$ cat config.mk
export PLATFORM = sky130hd
export DESIGN_NAME = fetch_unit
export DESIGN_NICKNAME = d
export VERILOG_FILES = /design/src/rtl/riscv_pkg.sv /design/src/rtl/fetch_fifo.sv /design/src/rtl/fetch_unit.sv
export SDC_FILE = /design/constraint.sdc
export NUM_CORES = 1
export LEC_CHECK = 0
export CORE_MARGIN = 5
export CORE_UTILIZATION = 55
export CTS_BUF_LIST = sky130_fd_sc_hd__clkbuf_2
export CTS_CLUSTER_SIZE = 40
export DETAILED_ROUTE_END_ITERATION = 8
export MAX_ROUTING_LAYER = met4
export PLACE_DENSITY = 0.87
export SYNTH_ARGS = -nofsm -noshare
export SYNTH_HDL_FRONTEND = slang
export SYNTH_HIERARCHICAL = 1
export SYNTH_SLANG_ARGS = --single-unit
$ cat constraint.sdc
create_clock -name clk -period 4.7 [get_ports clk]
set_clock_uncertainty 0.1 [all_clocks]
set_input_delay 0.47 -clock clk [delete_from_list [all_inputs] [get_ports clk]]
set_output_delay 0.47 -clock clk [all_outputs]
set_load 0.02 [all_outputs]
$ cat src/rtl/riscv_pkg.sv
// Shared RISC-V definitions for the fetch stage and the control unit:
// datapath width, major opcodes and the canonical NOP encoding.
package riscv_pkg;

  localparam int XLEN = 32;

  localparam logic [6:0] OPC_LOAD   = 7'b0000011;
  localparam logic [6:0] OPC_STORE  = 7'b0100011;
  localparam logic [6:0] OPC_OP     = 7'b0110011;
  localparam logic [6:0] OPC_BRANCH = 7'b1100011;

  localparam logic [31:0] NOP_INSTR = 32'h0000_0013;

  function automatic logic [6:0] opcode_of(input logic [XLEN-1:0] instr);
    return instr[6:0];
  endfunction

endpackage

$ cat src/rtl/fetch_fifo.sv
// Synchronous FIFO with a flush input. The read data is the head entry
// and stays stable until it is popped.
module fetch_fifo #(
  parameter int WIDTH = 32,
  parameter int DEPTH = 2
) (
  input  logic                   clk,
  input  logic                   rst_n,
  input  logic                   flush,
  input  logic                   push,
  input  logic [WIDTH-1:0]       wdata,
  input  logic                   pop,
  output logic [WIDTH-1:0]       rdata,
  output logic [$clog2(DEPTH):0] count
);

  localparam int AW = $clog2(DEPTH);

  logic [WIDTH-1:0] mem_r [DEPTH];
  logic [AW-1:0]    wr_ptr_r;
  logic [AW-1:0]    rd_ptr_r;
  logic [AW:0]      count_r;
  logic             push_s;
  logic             pop_s;

  // overflow/underflow guards
  always_comb begin
    push_s = push && (count_r != (AW+1)'(DEPTH));
    pop_s  = pop && (count_r != {(AW+1){1'b0}});
  end

  // entry storage
  always_ff @(posedge clk or negedge rst_n) begin
    if (!rst_n) begin
      for (int i = 0; i < DEPTH; i++) begin
        mem_r[i] <= {WIDTH{1'b0}};
      end
    end else if (push_s && !flush) begin
      mem_r[wr_ptr_r] <= wdata;
    end
  end

  // pointers and occupancy; flush empties the queue without touching storage
  always_ff @(posedge clk or negedge rst_n) begin
    if (!rst_n) begin
      wr_ptr_r <= {AW{1'b0}};
      rd_ptr_r <= {AW{1'b0}};
      count_r  <= {(AW+1){1'b0}};
    end else if (flush) begin
      rd_ptr_r <= wr_ptr_r;
      count_r  <= {(AW+1){1'b0}};
    end else begin
      if (push_s) begin
        wr_ptr_r <= wr_ptr_r + AW'(1);
      end
      if (pop_s) begin
        rd_ptr_r <= rd_ptr_r + AW'(1);
      end
      count_r <= count_r + (AW+1)'(push_s) - (AW+1)'(pop_s);
    end
  end

  assign rdata = mem_r[rd_ptr_r];
  assign count = count_r;

endmodule

$ cat src/rtl/fetch_unit.sv
// Instruction fetch stage: credit-limited word requests to instruction
// memory, in-order response buffering, decode handshake and branch redirect.
module fetch_unit
  import riscv_pkg::*;
#(
  parameter int              XLEN     = riscv_pkg::XLEN,
  parameter logic [XLEN-1:0] RESET_PC = {XLEN{1'b0}},
  parameter int              DEPTH    = 2
) (
  input  logic            clk,
  input  logic            rst_n,
  output logic            imem_req_valid,
  input  logic            imem_req_ready,
  output logic [XLEN-1:0] imem_req_addr,
  input  logic            imem_rsp_valid,
  input  logic [XLEN-1:0] imem_rsp_data,
  input  logic            redirect_valid,
  input  logic [XLEN-1:0] redirect_pc,
  output logic            id_valid,
  input  logic            id_ready,
  output logic [XLEN-1:0] id_instr,
  output logic [XLEN-1:0] id_pc,
  output logic [6:0]      id_opcode
);

  localparam int CW = $clog2(DEPTH) + 1;

  logic [XLEN-1:0]   pc_r;
  logic [CW-1:0]     drop_cnt_r;
  logic              run_r;
  logic [XLEN-1:0]   hold_instr_r;
  logic [XLEN-1:0]   hold_pc_r;

  logic [CW-1:0]     pcq_count_s;
  logic [CW-1:0]     buf_count_s;
  logic [XLEN-1:0]   pcq_rdata_s;
  logic [2*XLEN-1:0] buf_rdata_s;
  logic [XLEN-1:0]   target_s;
  logic              req_valid_s;
  logic              issue_s;
  logic              buf_push_s;
  logic              id_valid_s;
  logic              id_pop_s;
  logic [XLEN-1:0]   head_instr_s;
  logic [XLEN-1:0]   head_pc_s;

  // Credits cover in-flight requests plus buffered instructions, so a
  // response always has a free buffer slot. The in-flight PC queue occupancy
  // is the outstanding-request count.
  always_comb begin
    target_s    = redirect_pc & {{(XLEN-2){1'b1}}, 2'b00};
    req_valid_s = run_r && ((pcq_count_s + buf_count_s) < CW'(DEPTH))
                  && !redirect_valid && (drop_cnt_r == {CW{1'b0}});
    issue_s     = req_valid_s && imem_req_ready;
    buf_push_s  = imem_rsp_valid && !redirect_valid && (drop_cnt_r == {CW{1'b0}});
    id_valid_s  = (buf_count_s != {CW{1'b0}});
    id_pop_s    = id_valid_s && id_ready;
  end

  // decode sees the buffer head, or the last presented values when empty
  always_comb begin
    head_instr_s = hold_instr_r;
    head_pc_s    = hold_pc_r;
    if (id_valid_s) begin
      head_instr_s = buf_rdata_s[2*XLEN-1:XLEN];
      head_pc_s    = buf_rdata_s[XLEN-1:0];
    end else begin
      head_instr_s = hold_instr_r;
      head_pc_s    = hold_pc_r;
    end
  end

  // PC, redirect drop accounting and request enable after reset release
  always_ff @(posedge clk or negedge rst_n) begin
    if (!rst_n) begin
      pc_r       <= RESET_PC;
      drop_cnt_r <= {CW{1'b0}};
      run_r      <= 1'b0;
    end else begin
      run_r <= 1'b1;
      if (redirect_valid) begin
        pc_r       <= target_s;
        drop_cnt_r <= pcq_count_s - CW'(imem_rsp_valid);
      end else begin
        if (issue_s) begin
          pc_r <= pc_r + XLEN'(4);
        end
        if (imem_rsp_valid && (drop_cnt_r != {CW{1'b0}})) begin
          drop_cnt_r <= drop_cnt_r - CW'(1);
        end
      end
    end
  end

  // last presented decode values, held while the buffer is empty
  always_ff @(posedge clk or negedge rst_n) begin
    if (!rst_n) begin
      hold_instr_r <= {XLEN{1'b0}};
      hold_pc_r    <= {XLEN{1'b0}};
    end else begin
      hold_instr_r <= head_instr_s;
      hold_pc_r    <= head_pc_s;
    end
  end

  // PCs of requests still in flight; one retires per response, kept or dropped
  fetch_fifo #(.WIDTH(XLEN), .DEPTH(DEPTH)) u_pc_queue (
    .clk   (clk),
    .rst_n (rst_n),
    .flush (1'b0),
    .push  (issue_s),
    .wdata (pc_r),
    .pop   (imem_rsp_valid),
    .rdata (pcq_rdata_s),
    .count (pcq_count_s)
  );

  fetch_fifo #(.WIDTH(2*XLEN), .DEPTH(DEPTH)) u_instr_buf (
    .clk   (clk),
    .rst_n (rst_n),
    .flush (redirect_valid),
    .push  (buf_push_s),
    .wdata ({imem_rsp_data, pcq_rdata_s}),
    .pop   (id_pop_s),
    .rdata (buf_rdata_s),
    .count (buf_count_s)
  );

  assign imem_req_valid = req_valid_s;
  assign imem_req_addr  = pc_r;
  assign id_valid       = id_valid_s;
  assign id_instr       = head_instr_s;
  assign id_pc          = head_pc_s;
  assign id_opcode      = opcode_of(head_instr_s);

endmodule

==> results of run 1 <==
[metal layers]
| metal | GRT usage (%) | wire, um | up-vias |
|---|---|---|---|
| met5 | - | 0 | - |
| met3 | 3.83 | 1330 | 57 |
| met1 | 28.9 | 13300 | 4365 |
| met2 | 35.0 | 14800 | 241 |
| met4 | 9.03 | 866 | 0 |
| li1 | - | - | 3888 |
[stage by stage]
stage / setup slack, ns / hold slack [ns] / instances / power (uW)
5_1_grt: 0.717 / 0.0739 / 1536 / 9400
4_1_cts: 0.759 / 0.0384 / 1535 / 8980
3_3_place_gp: 1.29 / 0.377 / 1408 / 7090
6_report: 0.867 / 0.124 / 1536 / 8860
2_1_floorplan: 2.07 / 0.0744 / 955 / 6080
3_5_place_dp: 1.26 / 0.383 / 1408 / 7240
[power breakdown]
| group | internal [uW] | total (uW) | leakage, uW | switching (uW) |
|---|---|---|---|---|
| Combinational | 1880 | 3180 | 0.00332 | 1300 |
| Clock | 686 | 1690 | 0.000520 | 1000 |
| Sequential | 3430 | 3990 | 0.00392 | 558 |
[cells in the mapped netlist (7+ instances only)]
cell type / instances
nand2_1: 27
mux2_4: 90
nand4_1: 13
a21o_1: 9
buf_12: 10
nand3_1: 11
o21ai_0: 14
buf_2: 17
mux2_2: 262
nor3_1: 13
and3_1: 8
ha_1: 7
a221o_1: 18
and2_1: 7
nor4_1: 7
xnor2_1: 8
dfrtp_1: 297
nor2_1: 14
buf_4: 11
inv_1: 13
clkbuf_1: 16
[sequential cells by signal, indices dropped and copies added (netlist names)]
name,cells
u_instr_buf/mem_r,128
u_pc_queue/mem_r,64
hold_instr_r,32
hold_pc_r,32
imem_req_addr,30
drop_cnt_r,2
u_instr_buf/count,2
u_pc_queue/count,2
run_r,1
u_instr_buf/rd_ptr_r,1
u_instr_buf/wr_ptr_r,1
u_pc_queue/rd_ptr_r,1
u_pc_queue/wr_ptr_r,1
[how the worst max path moves through the flow]
| stage | start | endpoint | slack [ns] | depth (start not counted) |
|---|---|---|---|---|
| after floorplan | u_instr_buf/count[1] | u_instr_buf/count[0] | 2.07 | 10 |
| after global placement | redirect_valid | u_pc_queue/mem_r[32] | 1.29 | 8 |
| after detailed placement | redirect_valid | u_pc_queue/mem_r[33] | 1.26 | 8 |
| after CTS | u_instr_buf/rd_ptr_r | id_pc[21] | 0.76 | 4 |
| after global routing | u_instr_buf/rd_ptr_r | id_pc[21] | 0.72 | 4 |
| final | u_instr_buf/rd_ptr_r | id_pc[21] | 0.87 | 4 |
[area by class of cell]
class / count / area, um2
timing repair buffer: 184 / 1850
tap: 330 / 413
antenna: 1 / 2.50
clock buffer: 113 / 566
multi-input combinational: 585 / 5910
inverter: 13 / 48.8
clock inverter: 13 / 77.6
fill: 1888 / 8660
sequential: 297 / 7430
[worst reg2reg max path: cells and delay by family (launching register included)]
family	cells	cell delay [ns]
and+or+nand+nor	4	1.15
buffers and inverters	3	0.95
DFF	1	0.41
muxes	1	0.32
adders and majority gates	1	0.16
[logic make-up after synthesis]
| kind of cell | count (synthesis) | share of synthesized area, % |
|---|---|---|
| and+or+nand+nor | 136 | 6.05 |
| buffers and inverters | 73 | 3.94 |
| AOI/OAI and AO/OA | 61 | 3.31 |
| muxes | 354 | 31.3 |
| DFF | 297 | 53.8 |
| adders and majority gates | 7 | 0.634 |
| other | 2 | 0.0544 |
| xor gates and xnor gates | 13 | 0.933 |
[timing repair]
action / in CTS / in global routing
hold endpoints to repair: 109 / 0
gates resized for setup: 0 / 0
setup buffers: 0 / 0
hold buffers: 1 / 0
==> reports/metrics.yaml, run 1 <==
die:
  num_io_pins: 175
  die_height_um: 168
  rows: 58
  initial_core_util_pct: 55.3
  core_area_um2: 25000
  fp.dieW_um: 168
  dieArea_um2: 28400
yosys:
  ys_ff_latch: 297
  synth_cell_types: 57
  syn_avg_cell_area_um2: 14.7
  ys_async_sr_fraction_pct: 100
  syn_inst: 943
  ys_top_cells_by_area: "dfrtp_1 54%, mux2_2 21%, mux2_4 9.8%, buf_12 1.4%, a221o_1 1.3%"
  synth-seq-area-share_pct: 53.8
  synth_area_um2: 13800
  synth_top_area_share_pct: 53.8
  ys.flop_type: "dfrtp_1"
  ys_warn_count: 6
  yosys.area.top_type: "dfrtp_1"
  synth_edf_count: 0
global_route:
  grt_first_pass_wirelength_um: 49800
  grt.total_usage_pct: 22.2
  grt_overflow_total: 0
  first_global_vias: 9462
  grt_max_degree: 113
  antenna_found_initial: 1
critical_path:
  crit_top_cell: "mux2_2"
  cp-end-kind: "primary output"
  crit_chain: "buf_12 > mux2_2 > mux2_2 > clkdlybuf4s50_1"
  reg2reg_slack_ns: 1.48
  critPathSlowestCell: "dfrtp_2"
  cpLargestDelayFamily: "buffers and inverters"
  path_buf_inv: 2
  required_ns: 4.13
  path_max_fanout: 39
  crit_path_max_incr_delay_ns: 0.88
  critPathKind: "reg -> out"
  worst_ep_arrival_time_ns: 3.26
  r2r_cells: 9
  cp-start-kind: "flip-flop"
  worstReg2RegStart: "drop_cnt_r[1]"
  timing.rr.end: "u_pc_queue/mem_r[3]"
outcome:
  outcome: "finished, final reports clean"
routing:
  ant_nets: 0
  routed_wl_um: 30300
  avgViaCountPerCell: 5.57
  drtIter0Drc: 514
  routedWlPerCell_um: 19.8
  vias: 8551
  drc: 0
  firstDrtPassIters: 5
sta:
  slew_violations: 0
  period_needed_ns: 3.83
  period_share_pct: 81.5
  setup_violations: 0
  relSlewSlack_pct: 18.3
  max_freq_mhz: 261
  rsz0062_at_grt: "false"
  worst_pin_slew_ns: 1.22
  timing.setup.tns_ns: 0
  hold_viol_final: 0
clock_tree:
  htree_levels: 3
  cts-buffers-inserted: 76
  cts_tree: "yes"
  root_buffer: "clkbuf_2"
  insertion_delay_ns: 0.82
  clk_pin_slew_ns: 0.10
  cts.sinks: 297
  cts_buffer_depth: 3
placed_design:
  dp_hpwl_um: 19400
  port_buffers: 170
  place_area_um2: 15600
  gp_congestion: 0.880
final_layout:
  most-common-layout-cells: "296 x dfrtp_1, 262 x mux2_2, 169 x clkdlybuf4s50_1"
  layout.cells.most_common: "dfrtp_1"
  final_nets: 1234
  drive_above_1_share_pct: 41.9
  fin_area_um2: 16300
  syn_to_final_growth_pct: 18.0
  fin_util_pct: 65.3
flow_run:
  maxCapViolCount: 0
power_and_ir_drop:
  p_leak_uw: 0.00776
  worst_ir_drop_vdd_mv: 0.249
  p_per_area_nw_per_um2: 543
min_path:
  whs_path_depth: 3
  min_from: "redirect_pc[27]"
  holdPathEnd: "imem_req_addr[27]"
  hp-class: "in -> reg"
Power figures use the tool's default switching activity.
==> inputs of run 2 (changes only) <==
==> constraint.sdc (replaced) <==
create_clock -name clk -period 3.9 [get_ports clk]
set_clock_uncertainty 0.1 [all_clocks]
set_input_delay 0.39 -clock clk [delete_from_list [all_inputs] [get_ports clk]]
set_output_delay 0.39 -clock clk [all_outputs]
set_load 0.02 [all_outputs]
==> run 2 against run 1 <==
Compared with the run above: combinational power increased by 22%; final cell count up 0.78%; clock-buffer cell count shrank 16; critical endpoint is now id_pc[5].
==> reports/metrics.yaml, run 2 (synthesized netlist as in run 1, its figures left out) <==
clock_tree:
  cts_tree: "yes"
  insertion_delay_ns: 0.82
  ctsHoldBuffers: 14
  root_buffer: "clkbuf_2"
  htree_levels: 3
  clk_pin_slew_ns: 0.10
  cts.sinks: 297
  cts_setup_buffers: 0
  cts_resized: 0
  cts_buffer_depth: 3
  cts-buffers-inserted: 75
placed_design:
  port_buffers: 170
  dp_hpwl_um: 19300
  gp_congestion: 0.874
  place_area_um2: 15700
routing:
  routedWlPerCell_um: 19.7
  ant_nets: 0
  drc: 0
  drtIter0Drc: 521
  routed_wl_um: 30500
  avgViaCountPerCell: 5.57
  firstDrtPassIters: 5
  vias: 8623
critical_path:
  crit_top_cell: "mux2_2"
  critPathKind: "reg -> out"
  cp-end-kind: "primary output"
  required_ns: 3.41
  timing.rr.end: "u_pc_queue/mem_r[37]"
  r2r_cells: 9
  cp-start-kind: "flip-flop"
  path_max_fanout: 20
  worstReg2RegStart: "drop_cnt_r[0]"
  crit_chain: "buf_4 > mux2_2 > mux2_2 > clkdlybuf4s50_1"
  crit_path_max_incr_delay_ns: 0.60
  worst_ep_arrival_time_ns: 3.01
  reg2reg_slack_ns: 1.17
  critPathSlowestCell: "dfrtp_2"
sta:
  relSlewSlack_pct: 47.4
  period_needed_ns: 3.50
  whs_ns: 0.0836
  timing.setup.tns_ns: 0
  slew_violations: 0
  max_freq_mhz: 286
  period_share_pct: 89.7
  rsz0062_at_grt: "false"
  worst_pin_slew_ns: 0.789
  setup_violations: 0
  hold_viol_final: 0
power_and_ir_drop:
  seqPwrFrac_pct: 45.0
  power_frac_comb_pct: 36.7
  p_per_area_nw_per_um2: 645
  p_leak_uw: 0.00779
  intPower_uw: 7160
  power_frac_clock_pct: 18.4
  swShare_pct: 32.5
  worst_ir_drop_vdd_mv: 0.285
  switching_power_uw: 3450
global_route:
  grt.total_usage_pct: 22.2
  grt_overflow_total: 0
  grt_max_degree: 102
  antenna_found_initial: 1
  first_global_vias: 9316
  grt_first_pass_wirelength_um: 49200
final_layout:
  layout.cells.most_common: "dfrtp_1"
  most-common-layout-cells: "296 x dfrtp_1, 262 x mux2_2, 169 x clkdlybuf4s50_1"
  fin_area_um2: 16500
  top_regs: "u_instr_buf/mem_r (128), u_pc_queue/mem_r (64)"
  ff_latch_area_um2: 7430
  final_nets: 1249
  fill_cells: 1862
  syn_to_final_growth_pct: 19.1
  multi_input_area_um2: 5910
  largest-register: "u_instr_buf/mem_r"
  drive_above_1_share_pct: 40.3
  largest_reg_flops: 128
min_path:
  min_from: "redirect_pc[13]"
  whs_path_depth: 3
  holdPathEnd: "imem_req_addr[13]"
  hp-class: "in -> reg"
die:
  rows: 58
  num_io_pins: 175
  dieArea_um2: 28400
  fp.dieW_um: 168
  core_area_um2: 25000
  die_height_um: 168
  initial_core_util_pct: 55.3
outcome:
  outcome: "finished, final reports clean"
flow_run:
  maxCapViolCount: 0
==> run 2: routing by layer <==
metal / routed length, um / global-route usage (%) / vias to the layer above
met5: 0 / - / -
met4: 686 / 8.79 / 0
met3: 1420 / 4.18 / 51
met2: 15100 / 35.0 / 261
met1: 13300 / 28.7 / 4398
li1: - / - / 3913
==> run 2: critical path: cells and delay by family, from the launching register on <==
family	cells	cell delay, ns
DFF	1	0.60
muxes	2	0.65
buffers and inverters	2	0.95
==> run 2: layout make-up <==
| type | count | share of cell area [%] |
|---|---|---|
| sequential | 297 | 45.2 |
| multi-input combinational | 585 | 35.9 |
| timing repair buffer | 200 | 12.4 |
| clock buffer | 97 | 2.95 |
| tap | 330 | 2.51 |
| clock inverter | 24 | 0.738 |
| inverter | 13 | 0.297 |
| antenna | 2 | 0.0304 |
==> run 2: stage by stage <==
stage          setup slack (ns)  total power, uW  instances  utilization, %
4_1_cts                   0.278            10700       1546            65.9
2_1_floorplan              1.27             7330        955               -
3_5_place_dp              0.964             8730       1411            62.9
6_report                  0.400            10600       1548            65.9
3_3_place_gp               1.01             8550       1411            62.9
5_1_grt                   0.238            11200       1548            65.9
==> run 2: how the worst max path moves through the flow <==
stage | start | end | slack [ns] | cells past startpoint
4_1_cts | u_instr_buf/rd_ptr_r | id_pc[9] | 0.28 | 4
3_3_place_gp | redirect_valid | u_pc_queue/mem_r[33] | 1.01 | 8
5_1_grt | u_instr_buf/rd_ptr_r | id_pc[9] | 0.24 | 4
3_5_place_dp | redirect_valid | u_pc_queue/mem_r[33] | 0.96 | 8
2_1_floorplan | u_instr_buf/count[1] | u_instr_buf/count[0] | 1.27 | 10
6_report | u_instr_buf/rd_ptr_r | id_pc[5] | 0.40 | 4
==> run 2: power by group through the flow <==
stage / Sequential, uW / Combinational (uW) / Clock (uW)
5_1_grt: 4890 / 4170 / 2190
4_1_cts: 4770 / 3940 / 2040
6_report: 4770 / 3890 / 1950
2_1_floorplan: 4590 / 2740 / 0
3_3_place_gp: 4740 / 3810 / 0
3_5_place_dp: 4810 / 3910 / 0
==> inputs of run 3 (changes only) <==
--- a/config.mk
+++ b/config.mk
@@ -6,12 +6,12 @@
 export NUM_CORES = 1
 export LEC_CHECK = 0
 export CORE_MARGIN = 5
-export CORE_UTILIZATION = 55
+export CORE_UTILIZATION = 58
 export CTS_BUF_LIST = sky130_fd_sc_hd__clkbuf_2
 export CTS_CLUSTER_SIZE = 40
 export DETAILED_ROUTE_END_ITERATION = 8
 export MAX_ROUTING_LAYER = met4
-export PLACE_DENSITY = 0.87
+export PLACE_DENSITY = 0.91
 export SYNTH_ARGS = -nofsm -noshare
 export SYNTH_HDL_FRONTEND = slang
 export SYNTH_HIERARCHICAL = 1
==> run 3 against run 2 <==
Compared with the run above: critical endpoint is now id_pc[0]; sequential share of layout area down 0.12 points; power up 2.2%; combinational power about the same; register-to-register slack worse by 0.27 ns; final cell count down 0.84%; non-clock buffer count down 2; clock-buffer cell count up 12; hold slack worse by 0.026 ns; clock power up 10%; utilization up 4.4 points; routed wire length up 1.1%.
==> reports/metrics.yaml, run 3 (synthesized netlist as in run 1, its figures left out) <==
outcome:
  outcome: "finished, final reports clean"
routing:
  drtIter0Drc: 652
  vias: 8639
  ant_nets: 0
  routed_wl_um: 30800
  routedWlPerCell_um: 20.1
  avgViaCountPerCell: 5.63
  firstDrtPassIters: 7
  drc: 0
sta:
  hold_viol_final: 0
  max_freq_mhz: 270
  worst_pin_slew_ns: 0.916
  relSlewSlack_pct: 38.9
  timing.setup.tns_ns: 0
  period_share_pct: 95.1
  slew_violations: 0
  period_needed_ns: 3.71
  rsz0062_at_grt: "false"
  setup_violations: 0
  fin_ws_ns: 0.192
  whs_ns: 0.0573
final_layout:
  drive_above_1_share_pct: 41.7
  largest_reg_flops: 128
  final_nets: 1248
  top_regs: "u_instr_buf/mem_r (128), u_pc_queue/mem_r (64)"
  most-common-layout-cells: "296 x dfrtp_1, 262 x mux2_2, 169 x clkdlybuf4s50_1"
  fill_cells: 1555
  largest-register: "u_instr_buf/mem_r"
  layout.cells.most_common: "dfrtp_1"
  multi_input_area_um2: 5910
  stdcell_count: 1535
  syn_to_final_growth_pct: 19.4
  ff_latch_area_um2: 7430
clock_tree:
  insertion_delay_ns: 0.85
  clk_pin_slew_ns: 0.12
  cts.sinks: 297
  cts_buffer_depth: 3
  htree_levels: 3
  cts_tree: "yes"
  root_buffer: "clkbuf_2"
  cts_setup_buffers: 0
  cts-buffers-inserted: 76
placed_design:
  gp_congestion: 0.890
  port_buffers: 170
  dp_slack_ns: 0.769
  dp_hpwl_um: 20200
  dp_cells: 1403
min_path:
  hp-class: "in -> reg"
  whs_path_depth: 3
  min_from: "redirect_pc[20]"
global_route:
  grt_max_degree: 116
  grt_overflow_total: 0
  grt.total_usage_pct: 24.0
  first_global_vias: 9388
  antenna_found_initial: 1
  grt_first_pass_wirelength_um: 49700
critical_path:
  path_max_fanout: 50
  cp-start-kind: "flip-flop"
  r2r_cells: 9
  cp-end-kind: "primary output"
  worstReg2RegStart: "drop_cnt_r[0]"
  critPathKind: "reg -> out"
  required_ns: 3.41
  worst_ep_arrival_time_ns: 3.22
  setup.worst_path.start: "u_instr_buf/count[1]"
power_and_ir_drop:
  p_per_area_nw_per_um2: 658
  worst_ir_drop_vdd_mv: 0.356
  p_leak_uw: 0.00784
die:
  die_height_um: 164
  initial_core_util_pct: 58.9
  core_area_um2: 23500
  dieArea_um2: 27000
  num_io_pins: 175
  fp.dieW_um: 164
  rows: 56
flow_run:
  maxCapViolCount: 0
[run 3: layer usage]
layer,global-route usage [%],part of all wire [%],up-vias
li1,-,-,3902
met1,30.9,43,4408
met2,38.1,50,273
met3,4.49,4.7,56
met4,9.45,2.8,0
met5,-,0,-
[run 3: worst paths after layout]
check	end	slack, ns
min reg2reg	hold_pc_r[27]	0.40
min in group asynchronous	u_pc_queue/mem_r[28]	0.10
min	imem_req_addr[20]	0.06
max	id_pc[0]	0.19
max reg2reg	u_pc_queue/mem_r[32]	0.90
max in group asynchronous	u_instr_buf/mem_r[15]	2.53
[run 3: repair_timing]
item	4_1_cts	5_1_grt
hold buffers	9	0
hold endpoints to repair	118	0
resized for setup	0	0
endpoints found under the setup margin	0	0
[run 3: critical path, stage by stage, from the launching register on]
cell and delay, ns:
dfrtp_1 0.51, nor2_4 0.51, buf_12 0.35, mux2_2 0.39, clkdlybuf4s50_1 0.58
[run 3: final cells by class]
type	instances	share of cell area, %
flip-flops and latches	297	45.1
multi-input cells	585	35.8
repair buffers	198	12.3
clock buffers	109	3.31
well taps	319	2.42
clock inverters	13	0.827
inverters	13	0.296
diodes	1	0.0152
[run 3: where the power goes]
group,internal (uW),switching (uW),leakage (uW)
Combinational,2290,1600,0.00341
Sequential,4130,671,0.00392
Clock,932,1220,0.000516
Total,7360,3490,0.00784
[run 3: metrics by stage]
stage	area (um2)	util, %	total power (uW)
floorplan	13900	-	7330
global placement	15700	67.0	8550
detailed placement	15700	67.0	8760
CTS	16500	70.3	11000
global route	16500	70.3	11500
finish	16500	70.3	10800
